## src/rtl/uart_pkg.sv

```systemverilog
// uart_pkg: shared UART types and constants for the receiver and the future transmitter
//   rx_state_t      : receiver FSM states
//   UART_DATA_BITS  : payload bits per frame
//   UART_IDLE_LEVEL : line level when no frame is in flight
package uart_pkg;
    typedef enum logic [2:0] {
        IDLE,
        START,
        DATA,
        STOP,
        WAIT_IDLE
    } rx_state_t;
    localparam int   UART_DATA_BITS  = 8;
    localparam logic UART_IDLE_LEVEL = 1'b1;
endpackage

```

## src/rtl/rx_bit_timer.sv

```systemverilog
// rx_bit_timer: bit-period counter with half-period and full-period terminal pulses
//   clk     in  system clock, rising edge
//   n_rst   in  asynchronous active-low reset
//   i_clear in  restart the count from 0 on the next edge
//   o_half  out high while the count sits on CLKS_PER_BIT/2-1 (mid start bit)
//   o_full  out high while the count sits on CLKS_PER_BIT-1 (one bit period done)
module rx_bit_timer #(
    parameter int CLKS_PER_BIT = 1042
) (
    input  logic clk,
    input  logic n_rst,
    input  logic i_clear,
    output logic o_half,
    output logic o_full
);
    localparam int TW = $clog2(CLKS_PER_BIT) + 1;
    localparam logic [TW-1:0] HALF_LAST = TW'(CLKS_PER_BIT / 2 - 1);
    localparam logic [TW-1:0] FULL_LAST = TW'(CLKS_PER_BIT - 1);
    logic [TW-1:0] r_cnt;
    assign o_half = r_cnt == HALF_LAST;
    assign o_full = r_cnt == FULL_LAST;
    // Wrap at the full-period terminal so DATA/STOP sampling repeats without a clear.
    always_ff @(posedge clk or negedge n_rst)
        if (!n_rst) r_cnt <= '0;
        else        r_cnt <= (i_clear || o_full) ? '0 : r_cnt + 1'b1;
endmodule

```

## src/rtl/uart_rx_byte.sv

```systemverilog
// uart_rx_byte: 8N1 serial receiver with sticky data_ready, framing and overrun flags
//   clk           in  system clock, rising edge
//   n_rst         in  asynchronous active-low reset
//   serial_in     in  raw RX line, idle high, asynchronous to clk
//   data_read     in  consumer acknowledge; clears data_ready and both error flags
//   rx_data       out last good byte received
//   data_ready    out high while rx_data holds an unread byte
//   framing_error out sticky: last frame had a low stop bit
//   overrun_error out sticky: a byte completed while data_ready was still set
module uart_rx_byte
    import uart_pkg::*;
#(
    parameter int CLKS_PER_BIT = 1042,
    parameter int SYNC_STAGES  = 2
) (
    input  logic       clk,
    input  logic       n_rst,
    input  logic       serial_in,
    input  logic       data_read,
    output logic [7:0] rx_data,
    output logic       data_ready,
    output logic       framing_error,
    output logic       overrun_error
);
    localparam int BCW = $clog2(UART_DATA_BITS);
    logic [SYNC_STAGES-1:0]    r_sync;
    logic                      r_rx_d;
    rx_state_t                 r_state, w_next;
    logic [BCW-1:0]            r_bit_cnt;
    logic [UART_DATA_BITS-1:0] r_shift;
    logic w_rx_s, w_clear, w_half, w_full, w_bit_last, w_stop_tick, w_good, w_bad;
    assign w_rx_s      = r_sync[SYNC_STAGES-1];
    assign w_bit_last  = r_bit_cnt == BCW'(UART_DATA_BITS - 1);
    assign w_stop_tick = (r_state == STOP) && w_full;
    assign w_good      = w_stop_tick && w_rx_s;
    assign w_bad       = w_stop_tick && !w_rx_s;
    rx_bit_timer #(.CLKS_PER_BIT(CLKS_PER_BIT)) u_timer (
        .clk    (clk),
        .n_rst  (n_rst),
        .i_clear(w_clear),
        .o_half (w_half),
        .o_full (w_full)
    );
    always_ff @(posedge clk or negedge n_rst)
        if (!n_rst) begin
            r_sync <= {SYNC_STAGES{UART_IDLE_LEVEL}};
            r_rx_d <= UART_IDLE_LEVEL;
        end else begin
            r_sync <= {r_sync[SYNC_STAGES-2:0], serial_in};
            r_rx_d <= w_rx_s;
        end
    always_ff @(posedge clk or negedge n_rst)
        if (!n_rst) r_state <= IDLE;
        else        r_state <= w_next;
    // The timer is held clear in IDLE so START counts from the detected edge.
    always_comb begin
        w_next  = r_state;
        w_clear = 1'b0;
        unique case (r_state)
            IDLE: begin
                w_clear = 1'b1;
                if (r_rx_d && !w_rx_s) w_next = START;
            end
            START: if (w_half) begin
                w_clear = 1'b1;
                w_next  = w_rx_s ? IDLE : DATA;
            end
            DATA:      if (w_full && w_bit_last) w_next = STOP;
            STOP:      if (w_full) w_next = w_rx_s ? IDLE : WAIT_IDLE;
            WAIT_IDLE: if (w_rx_s) w_next = IDLE;
            default:   w_next = IDLE;
        endcase
    end
    // LSB arrives first, so each new bit enters at the MSB and moves down.
    always_ff @(posedge clk or negedge n_rst)
        if (!n_rst) begin
            r_bit_cnt <= '0;
            r_shift   <= '0;
        end else begin
            if (r_state == START && w_half) r_bit_cnt <= '0;
            else if (r_state == DATA && w_full) r_bit_cnt <= r_bit_cnt + 1'b1;
            if (r_state == DATA && w_full) r_shift <= {w_rx_s, r_shift[UART_DATA_BITS-1:1]};
        end
    // An acknowledge in the completion cycle counts as having consumed the old byte,
    // so no overrun; a framing failure in that cycle still raises its flag.
    always_ff @(posedge clk or negedge n_rst)
        if (!n_rst) begin
            rx_data       <= '0;
            data_ready    <= 1'b0;
            framing_error <= 1'b0;
            overrun_error <= 1'b0;
        end else begin
            if (w_good) rx_data <= r_shift;
            data_ready    <= w_good || (data_ready && !data_read);
            framing_error <= w_bad || (framing_error && !data_read);
            overrun_error <= !data_read && (overrun_error || (w_good && data_ready));
        end
endmodule

```

## config.mk

```make
export PLATFORM = sky130hd
export DESIGN_NAME = uart_rx_byte
export DESIGN_NICKNAME = d
export VERILOG_FILES = /design/src/rtl/uart_pkg.sv /design/src/rtl/rx_bit_timer.sv /design/src/rtl/uart_rx_byte.sv
export SDC_FILE = /design/constraint.sdc
export NUM_CORES = 1
export LEC_CHECK = 0
export BUFFER_PORTS_ARGS = -buffer_cell sky130_fd_sc_hd__buf_4
export CAP_MARGIN = 10
export CELL_PAD_IN_SITES_DETAIL_PLACEMENT = 1
export CELL_PAD_IN_SITES_GLOBAL_PLACEMENT = 2
export CORE_MARGIN = 5
export CORE_UTILIZATION = 40
export CTS_BUF_LIST = sky130_fd_sc_hd__clkbuf_4 sky130_fd_sc_hd__clkbuf_8 sky130_fd_sc_hd__clkbuf_16
export CTS_CLUSTER_DIAMETER = 120
export DETAILED_ROUTE_END_ITERATION = 12
export PLACE_DENSITY = 0.82
export SYNTH_ARGS = -nofsm -noshare
export SYNTH_HDL_FRONTEND = slang
export SYNTH_HIERARCHICAL = 1
export SYNTH_SLANG_ARGS = --single-unit
export TNS_END_PERCENT = 5
```

## constraint.sdc

```tcl
create_clock -name clk -period 3 [get_ports clk]
set_clock_uncertainty 0.15 [all_clocks]
set_input_delay 0.6 -clock clk [delete_from_list [all_inputs] [get_ports clk]]
set_output_delay 0.6 -clock clk [all_outputs]
set_load 0.005 [all_outputs]
```

## After elaboration in Yosys (flattened, before gate mapping)

Index checks and enable logic that the tools add are counted.

| storage, ports and cells | value |
|---|---|
| register bits after elaboration | 40 |
| output and inout port bits | 11 |
| word-level logic and storage cells | 57 |

| cells by class | value |
|---|---|
| add/sub/neg operators | 2 |
| eq/ne operators | 12 |
| muxes and demuxes | 13 |
| reduce and logical (&&, ||, !) cells | 20 |

Operator list:

| cell | count |
|---|---|
| 3-bit two-way mux | 8 |
| 3-bit one-hot mux with 5 select lines | 1 |
| 12-bit by 1-bit adder with 12-bit output, second input constant | 1 |
| 12-bit by 10-bit == test with 1-bit output, second input constant | 1 |
| 12-bit by 11-bit == test with 1-bit output, second input constant | 1 |
| 12-bit two-way mux | 1 |
| 1-bit logical AND | 11 |
| 2-bit inequality test, second input constant | 4 |
| 3-bit by 2-bit == test with 1-bit output, second input constant | 2 |
| 3-bit == test, second input constant | 2 |
| 5-bit AND reduction | 1 |
| 1-bit logical OR | 4 |
| 3-bit by 1-bit adder with 3-bit output, second input constant | 1 |
| 3-bit by 1-bit == test with 1-bit output, second input constant | 1 |
| 3-bit zero test | 1 |
| 1-bit zero test | 2 |
| 2-bit two-way mux | 1 |
| 2-bit by 1-bit inequality test with 1-bit output, second input constant | 1 |
| 1-bit one-hot mux with 2 select lines | 1 |
| 2-bit nonzero test | 1 |
| 1-bit two-way mux | 1 |

## Longest topological paths before layout

Gate-level depths: netlist of run 1.

| depth | value |
|---|---|
| depth in word-level cells | 6 |
| depth in mapped cells | 9 |
| depth with buffers taken out | 8 |

## Cells and area by module

Netlist of run 1, hierarchy kept.

By module, submodules not included:

| module | instances | cells an instance | area each (µm²) | seq. area each (µm²) |
|---|---|---|---|---|
| uart_rx_byte | 1 | 80 | 1138.6 | 704.4 |
| rx_bit_timer | 1 | 68 | 658.1 | 300.3 |

## Least setup slack after synthesis of run 1

No wires, ideal clock.

| timing | value |
|---|---|
| kind | reg2reg |
| from | register u_timer.r_cnt[2] |
| to | register r_shift[0] |
| library setup time | 0.125 ns |
| arrival time | 1.920 ns |
| required time | 2.725 ns |
| path slack | 0.806 ns |
| cell stages (with the launch flop) | 7 |
| path buffers | 1 |
| cells stage by stage | dfrtp_1 -> nor4_1 -> nand2_1 -> nor2_1 -> and4bb_2 -> buf_6 -> mux2_2 |

| on the way | value |
|---|---|
| cells in the longest elaborated chain, start to end | 2 |

RTL lines:

| element | line | source |
|---|---|---|
| from (decl) | rx_bit_timer.sv:19 | `logic [TW-1:0] r_cnt;` |
| from (signal assigned) | rx_bit_timer.sv:25 | `else r_cnt <= (i_clear \|\| o_full) ? '0 : r_cnt + 1'b1;` |
| 12-bit by 11-bit == test with 1-bit output | rx_bit_timer.sv:21 | `assign o_full = r_cnt == FULL_LAST;` |
| net w_full | uart_rx_byte.sv:31 | `logic w_rx_s, w_clear, w_half, w_full, w_bit_last, w_stop_tick, w_good, w_bad;` |
| 1-bit logical AND | uart_rx_byte.sv:82 | `if (r_state == DATA && w_full) r_shift <= {w_rx_s, r_shift[UART_DATA_BITS-1:1]};` |
| to (signal assigned) | uart_rx_byte.sv:82 |  |
| to (decl) | uart_rx_byte.sv:30 | `logic [UART_DATA_BITS-1:0] r_shift;` |

The timed path passes the listed nets, and every way through them passes these cells.
A chain may end at the register's enable or synchronous reset.

## Worst setup path in the final report of run 1

| timing | value |
|---|---|
| from | register u_timer.r_cnt[2] |
| to | register r_shift[1] |

The elaborated chain is that of the path after synthesis.

==> flow_summary_export.csv, run 1 <==
group,metric,value,unit
outcome,run_status,"complete, no violations",
cts,numCtsBuffers,5,
synthesis,synth.area.top_cells,"dfrtp_1, mux2_2, dfstp_2",
cts,clk_latency,0.29,ns
detailed_routing,vias,1201,
synthesis,yosys.cell_types.count,35,
global_route,track_usage,0.1312,
synthesis,ys.flop_type,"dfrtp_1",
critical_path,slowest_stage,"dfrtp_1",
detailed_routing,wl_per_cell,16.07,um
synthesis,synth_warnings,6,
cts,cts_tree,"built",
cts,cts_hold_buf,0,
detailed_routing,first_pass_iters,4,
final_layout,area_growth_syn_to_layout,12.88,%
critical_path,cp.arrival,2.32,ns
critical_path,critPathMaxStageDelay,0.44,ns
critical_path,worst_setup_path_start_kind,"register",
min_path,min_path_type,"input pin to async pin",
critical_path,startpoint,"u_timer/r_cnt[2]$_DFF_PN0_",
final_layout,nets,176,
run,maxCapViolCount,0,
pwr,leakagePower,0.9666,nW
final_layout,final_area,2028,um^2
sta,fmax,0.4353,GHz
synthesis,synth.most_common_cell,"dfrtp_1",
final_layout,n_antenna_cell,0,
placed_design,gp_congestion,0.8100,
cts,htreeDepth,2,
synthesis,synth_edf_count,0,
placed_design,dp_hpwl,2540,um
critical_path,r2r_setup_slack,0.70,ns
critical_path,cp.required,3.03,ns
final_layout,stdcell_count,219,
placed_design,place_area,1947,um^2
placed_design,placed_cells,212,
floorplan,die_area,5932,um^2
synthesis,yosysTopAreaCellShare,0.5153,
floorplan,die_y,77.02,um
sta,finalHoldViolations,0,
synthesis,syn-num-nets,157,
global_route,grt_overflow,0,
synthesis,yosysSeqAreaShare,0.5592,
sta,setup_tns,0,ns
floorplan,io_pins,15,
floorplan,die_x,77.02,um
cts,clock_sinks,40,
detailed_routing,vias_per_cell,5.484,
sta,fin_crit_sh,0.7658,
floorplan,start_util,0.4126,
critical_path,worstPathMaxFanout,11,
cts,clk_pin_slew_worst_paths,0.08,ns
pwr,power_switching_share,0.2930,
synthesis,synth-seq-cells,40,
floorplan,num_rows,24,
cts,cts_resized,0,
sta,rsz0062_at_grt,"no",
critical_path,cp_top_family,"simple AND/OR/NAND/NOR gates",
synthesis,avgSynthCellArea,12.14,um^2
detailed_routing,post-route-drc-count,0,
global_route,grt_max_degree,41,
pwr,p_switching,0.3295,mW
detailed_routing,ant_nets,0,
sta,setup_viol,0,
global_route,antenna_found_initial,0,
final_layout,n_fill_cell,447,
floorplan,core-area,4354,um^2
pwr,combinationalPowerShare,0.133,
final_layout,final_layout_size_suffix_gt1_frac,0.2994,
sta,period_needed,2.298,ns
synthesis,synthTopCellsByCount,"dfrtp_1, mux2_2, nor2_1",
critical_path,end_kind,"register",
critical_path,r2r-start,"u_timer/r_cnt[2]$_DFF_PN0_",
detailed_routing,wirelength,3519,um
critical_path,cp.buffers_inverters,1,
synthesis,synth_async_sr_flop_share,1.000,
sta,slew_violations,0,
placed_design,io_buffers,14,
synthesis,netlist_area,1797,um^2
cts,cts_buffer_depth,2,
global_route,grt_pass1_wl,6279,um
pwr,p_int,0.7953,mW
pwr,finalPower,1.125,mW
sta,worstMarginPinSlew,0.4920,ns
sta,slew_headroom,0.6720,
global_route,grt_pass1_vias,1292,
critical_path,path_cells,"nor4_1 > nand2_1 > nor2_1 > buf_4 > and4bb_2 > mux2_2",
pwr,pwr-share-clk,0.304,
cts,cts_setup_buffers,0,
detailed_routing,drtIter0Drc,72,
pwr,seq_power_share,0.563,
cts,cts_root_buffer,"clkbuf_8",
synthesis,syn-instance-count,148,
sta,hold_ws,0.1239,ns
pwr,peakVddDrop,0.2921,mV
critical_path,critPathKind,"register to register",
pwr,power_density,554.6,nW/um^2
synthesis,synth_top_area_cell,"dfrtp_1",
## registers in the layout, indices dropped and copies added, names as in the netlist
| signal | count |
|---|---|
| r_state | 3 |
| rx_data | 8 |
| r_shift | 8 |
| framing_error | 1 |
| u_timer/r_cnt | 12 |
| overrun_error | 1 |
| data_ready | 1 |
| r_rx_d | 1 |
| r_sync | 2 |
| r_bit_cnt | 3 |
## placed cells by master, fill, tap and decap left out, drive strengths merged, types with 2 or more instances in the layout
master / synthesis / routed
a21oi: 9 / 9
and4bb: 2 / 2
buf: 3 / 15
clkbuf: 0 / 5
dfrtp: 37 / 37
dfstp: 3 / 3
ha: 5 / 5
inv: 6 / 6
mux2: 16 / 16
mux2i: 2 / 2
nand2: 8 / 8
nand3: 7 / 7
nand4: 3 / 3
nor2: 13 / 13
nor2b: 2 / 2
nor3: 2 / 2
o21ai: 4 / 4
o22ai: 2 / 2
o31ai: 3 / 3
or3: 4 / 4
or4: 3 / 3
xnor2: 2 / 2
xor2: 2 / 2
## path summary, 6_finish.rpt
| kind | cells past startpoint | to |
|---|---|---|
| worst max-delay path | 6 | r_shift[1]$_DFFE_PN0P_ |
| worst min-delay path | 1 | r_bit_cnt[1]$_DFFE_PN0P_ |
| worst max register to register | 6 | r_shift[1]$_DFFE_PN0P_ |
| worst min register to register | 0 | r_sync[1]$_DFF_PN1_ |
| max in group asynchronous | 1 | r_sync[0]$_DFF_PN1_ |
| min in group clk | 0 | r_sync[1]$_DFF_PN1_ |
## cells by family (layout without fill, tap and decap cells)
| logic type | count (synthesis) | in the layout | synth area share |
|---|---|---|---|
| mux | 18 | 18 | 0.1114 |
| xor+xnor | 4 | 4 | 0.01950 |
| flops | 40 | 40 | 0.5592 |
| compound gates | 23 | 23 | 0.08217 |
| fa+ha+maj | 5 | 5 | 0.03482 |
| simple gates | 49 | 49 | 0.1650 |
| buf+inv | 9 | 28 | 0.02785 |
## worst reg2reg max path, stage by stage (launching register included)
cell      delay, ns
dfrtp_1        0.44
nor4_1         0.40
nand2_1        0.12
nor2_1         0.11
buf_4          0.15
and4bb_2       0.44
mux2_2         0.38
## area by class of cell
| type | instances | area [um^2] | share of cell area |
|---|---|---|---|
| inverters | 6 | 22.52 | 0.01110 |
| clock buffers | 5 | 68.82 | 0.03393 |
| multi-input cells | 99 | 742.0 | 0.3658 |
| clock inverters | 2 | 12.51 | 0.006169 |
| repair buffers | 15 | 112.6 | 0.05552 |
| flip-flops and latches | 40 | 1005 | 0.4954 |
| well taps | 52 | 65.06 | 0.03208 |
## layer usage
| layer | share of wire | GRT usage |
|---|---|---|
| met3 | 0.032 | 0.03981 |
| met2 | 0.49 | 0.2046 |
| met4 | 0.0094 | 0.04467 |
| met5 | 0 | 0 |
| met1 | 0.47 | 0.1733 |
## power groups by stage
stage	sequential [mW]	combinational [mW]	clock (mW)
floorplan	0.630	0.116	0
global placement	0.640	0.146	0
detailed placement	0.643	0.153	0
CTS	0.633	0.154	0.358
global route	0.643	0.177	0.379
finish	0.633	0.150	0.342
## stage by stage
step,util,setup WS [ns]
5_1_grt,0.4658,0.5265
2_1_floorplan,-,0.8058
3_5_place_dp,0.4471,0.7016
4_1_cts,0.4658,0.6816
6_report,0.4658,0.7025
3_3_place_gp,0.4471,0.7445
Power figures use the tool's default switching activity.
==> inputs of run 2 (changes only) <==
==> constraint.sdc (replaced) <==
create_clock -name clk -period 2.3 [get_ports clk]
set_clock_uncertainty 0.15 [all_clocks]
set_input_delay 0.46 -clock clk [delete_from_list [all_inputs] [get_ports clk]]
set_output_delay 0.46 -clock clk [all_outputs]
set_load 0.005 [all_outputs]
==> run 2 against run 1 <==
The flow now finishes with violations (negative hold slack); fmax increased by 6.2%; flip-flop and latch count is the same; combinational power rose by 81%; critical endpoint is now r_shift[3]$_DFFE_PN0P_; largest power group unchanged.
==> flow_summary_export.csv, run 2 (same netlist as run 1, synthesis figures left out) <==
group,metric,value,unit
detailed_routing,first_pass_iters,4,
sta,finalHoldViolations,16,
global_route,grt_pass1_vias,1311,
global_route,met3_usage,0.03630,
detailed_routing,post-route-drc-count,0,
cts,cts_hold_buf,0,
sta,hold_ws,-0.007255,ns
floorplan,core-area,4354,um^2
pwr,power_switching_share,0.2730,
sta,fin_ws,0.1365,ns
pwr,power_density,748.6,nW/um^2
global_route,grt_pass1_wl,6044,um
critical_path,cp.arrival,2.18,ns
sta,fin_crit_sh,0.9407,
final_layout,mostFrequentLayoutCell,"dfrtp_1",
pwr,seq_power_share,0.510,
floorplan,io_pins,15,
pwr,p_switching,0.4240,mW
critical_path,end_kind,"register",
global_route,use_met2,0.2173,
sta,worstMarginPinSlew,0.4976,ns
detailed_routing,vias,1213,
final_layout,area_growth_syn_to_layout,15.46,%
cts,numCtsBuffers,5,
detailed_routing,wirelength,3483,um
floorplan,die_x,77.02,um
final_layout,final_layout_size_suffix_gt1_frac,0.3198,
final_layout,largest_register,"u_timer/r_cnt",
global_route,track_usage,0.1259,
critical_path,r2r_cells,5,
sta,fmax,0.4622,GHz
critical_path,r2r_end,"r_shift[3]$_DFFE_PN0P_",
placed_design,io_buffers,14,
placed_design,dp_hpwl,2612,um
pwr,peakVddDrop,0.5033,mV
sta,setup_viol,0,
critical_path,worst_setup_path_start_kind,"register",
detailed_routing,drtIter0Drc,46,
final_layout,final_cell_mix,"dfrtp_1, buf_4, mux2_2, nor2_1, a21oi_1",
placed_design,pre_cts_ws,0.1350,ns
global_route,grt_max_degree,41,
cts,clock_sinks,40,
run,maxCapViolCount,0,
critical_path,r2r_setup_slack,0.14,ns
critical_path,cp.required,2.31,ns
cts,cts_root_buffer,"clkbuf_8",
cts,clk_pin_slew_worst_paths,0.08,ns
floorplan,start_util,0.4126,
detailed_routing,wl_per_cell,15.55,um
floorplan,die_y,77.02,um
sta,rsz0062_at_grt,"no",
sta,setup_tns,0,ns
cts,clk_latency,0.28,ns
floorplan,die_area,5932,um^2
pwr,combinationalPowerShare,0.175,
global_route,antenna_found_initial,0,
global_route,grt_overflow,0,
placed_design,gp_congestion,0.8038,
detailed_routing,vias_per_cell,5.415,
critical_path,critPathKind,"register to register",
detailed_routing,ant_nets,0,
final_layout,largest_register_ffs,12,
final_layout,n_antenna_cell,0,
pwr,pwr-share-clk,0.315,
pwr,finalPower,1.553,mW
cts,cts_buffer_depth,2,
outcome,run_status,"finished, violations left",
outcome,failed_checks,"negative hold slack",
cts,cts_setup_buffers,0,
pwr,p_int,1.129,mW
min_path,min_path_type,"input pin to async pin",
sta,period_needed,2.164,ns
floorplan,num_rows,24,
cts,cts_resized,0,
pwr,leakagePower,1.000,nW
final_layout,nets,180,
final_layout,reg.largest.list,"u_timer/r_cnt (12), r_shift (8), rx_data (8)",
critical_path,r2r-start,"u_timer/r_cnt[6]$_DFF_PN0_",
cts,htreeDepth,2,
sta,slew_violations,0,
global_route,use_met1,0.1492,
sta,slew_headroom,0.6683,
global_route,grt-busiest-layer,"met2",
critical_path,worstPathMaxFanout,11,
cts,cts_tree,"built",
==> run 2: cell count changes in the layout (fill, tap and decap cells not counted) <==
| cell | previous run | this run |
|---|---|---|
| buf_4 | 15 | 19 |
| clkbuf_4 | 0 | 2 |
| clkbuf_8 | 5 | 6 |
| clkinv_2 | 1 | 0 |
| clkinvlp_4 | 1 | 0 |
==> run 2: worst max-delay path by stage <==
| stage | start | endpoint | slack (ns) | cells past startpoint |
|---|---|---|---|---|
| after floorplan | u_timer/r_cnt[2]$_DFF_PN0_ | r_shift[0]$_DFFE_PN0P_ | 0.11 | 6 |
| after global routing | u_timer/r_cnt[6]$_DFF_PN0_ | r_shift[4]$_DFFE_PN0P_ | 0.01 | 5 |
| after CTS | u_timer/r_cnt[6]$_DFF_PN0_ | r_shift[4]$_DFFE_PN0P_ | 0.11 | 5 |
| after global placement | u_timer/r_cnt[6]$_DFF_PN0_ | r_shift[3]$_DFFE_PN0P_ | 0.20 | 5 |
| final | u_timer/r_cnt[6]$_DFF_PN0_ | r_shift[3]$_DFFE_PN0P_ | 0.14 | 5 |
| after detailed placement | u_timer/r_cnt[6]$_DFF_PN0_ | r_shift[4]$_DFFE_PN0P_ | 0.14 | 5 |
==> run 2: final cells by class <==
| type | count | area [um^2] |
|---|---|---|
| repair buffers | 19 | 142.6 |
| flip-flops and latches | 40 | 1005 |
| clock buffers | 8 | 97.59 |
| inverters | 6 | 22.52 |
| well taps | 52 | 65.06 |
| multi-input cells | 99 | 742.0 |
| fillers | 469 | 2280 |
==> run 2: power groups by stage <==
stage / logic, mW / registers (mW) / clock network (mW)
detailed placement: 0.273 / 0.808 / 0
floorplan: 0.152 / 0.822 / 0
global route: 0.312 / 0.799 / 0.540
finish: 0.271 / 0.792 / 0.489
global placement: 0.257 / 0.801 / 0
CTS: 0.275 / 0.794 / 0.510
==> run 2: worst max-delay path, cell delays in order (launching register included) <==
cell and delay (ns):
dfrtp_1 0.43, nor4_1 0.37, nand2_1 0.12, nor2_1 0.14, and4bb_2 0.44, mux2_2 0.38
==> run 2: metrics by stage <==
step / util / std cells / cell area (um^2)
floorplan: - / 148 / 1797
global placement: 0.4540 / 216 / 1977
detailed placement: 0.4540 / 216 / 1977
CTS: 0.4764 / 224 / 2074
global route: 0.4764 / 224 / 2074
finish: 0.4764 / 224 / 2074
==> run 2: routing by layer <==
layer | vias to the layer above | wire [um]
met5 | - | 0
met4 | 0 | 21
met3 | 2 | 96
met2 | 13 | 1846
met1 | 619 | 1518
li1 | 579 | -
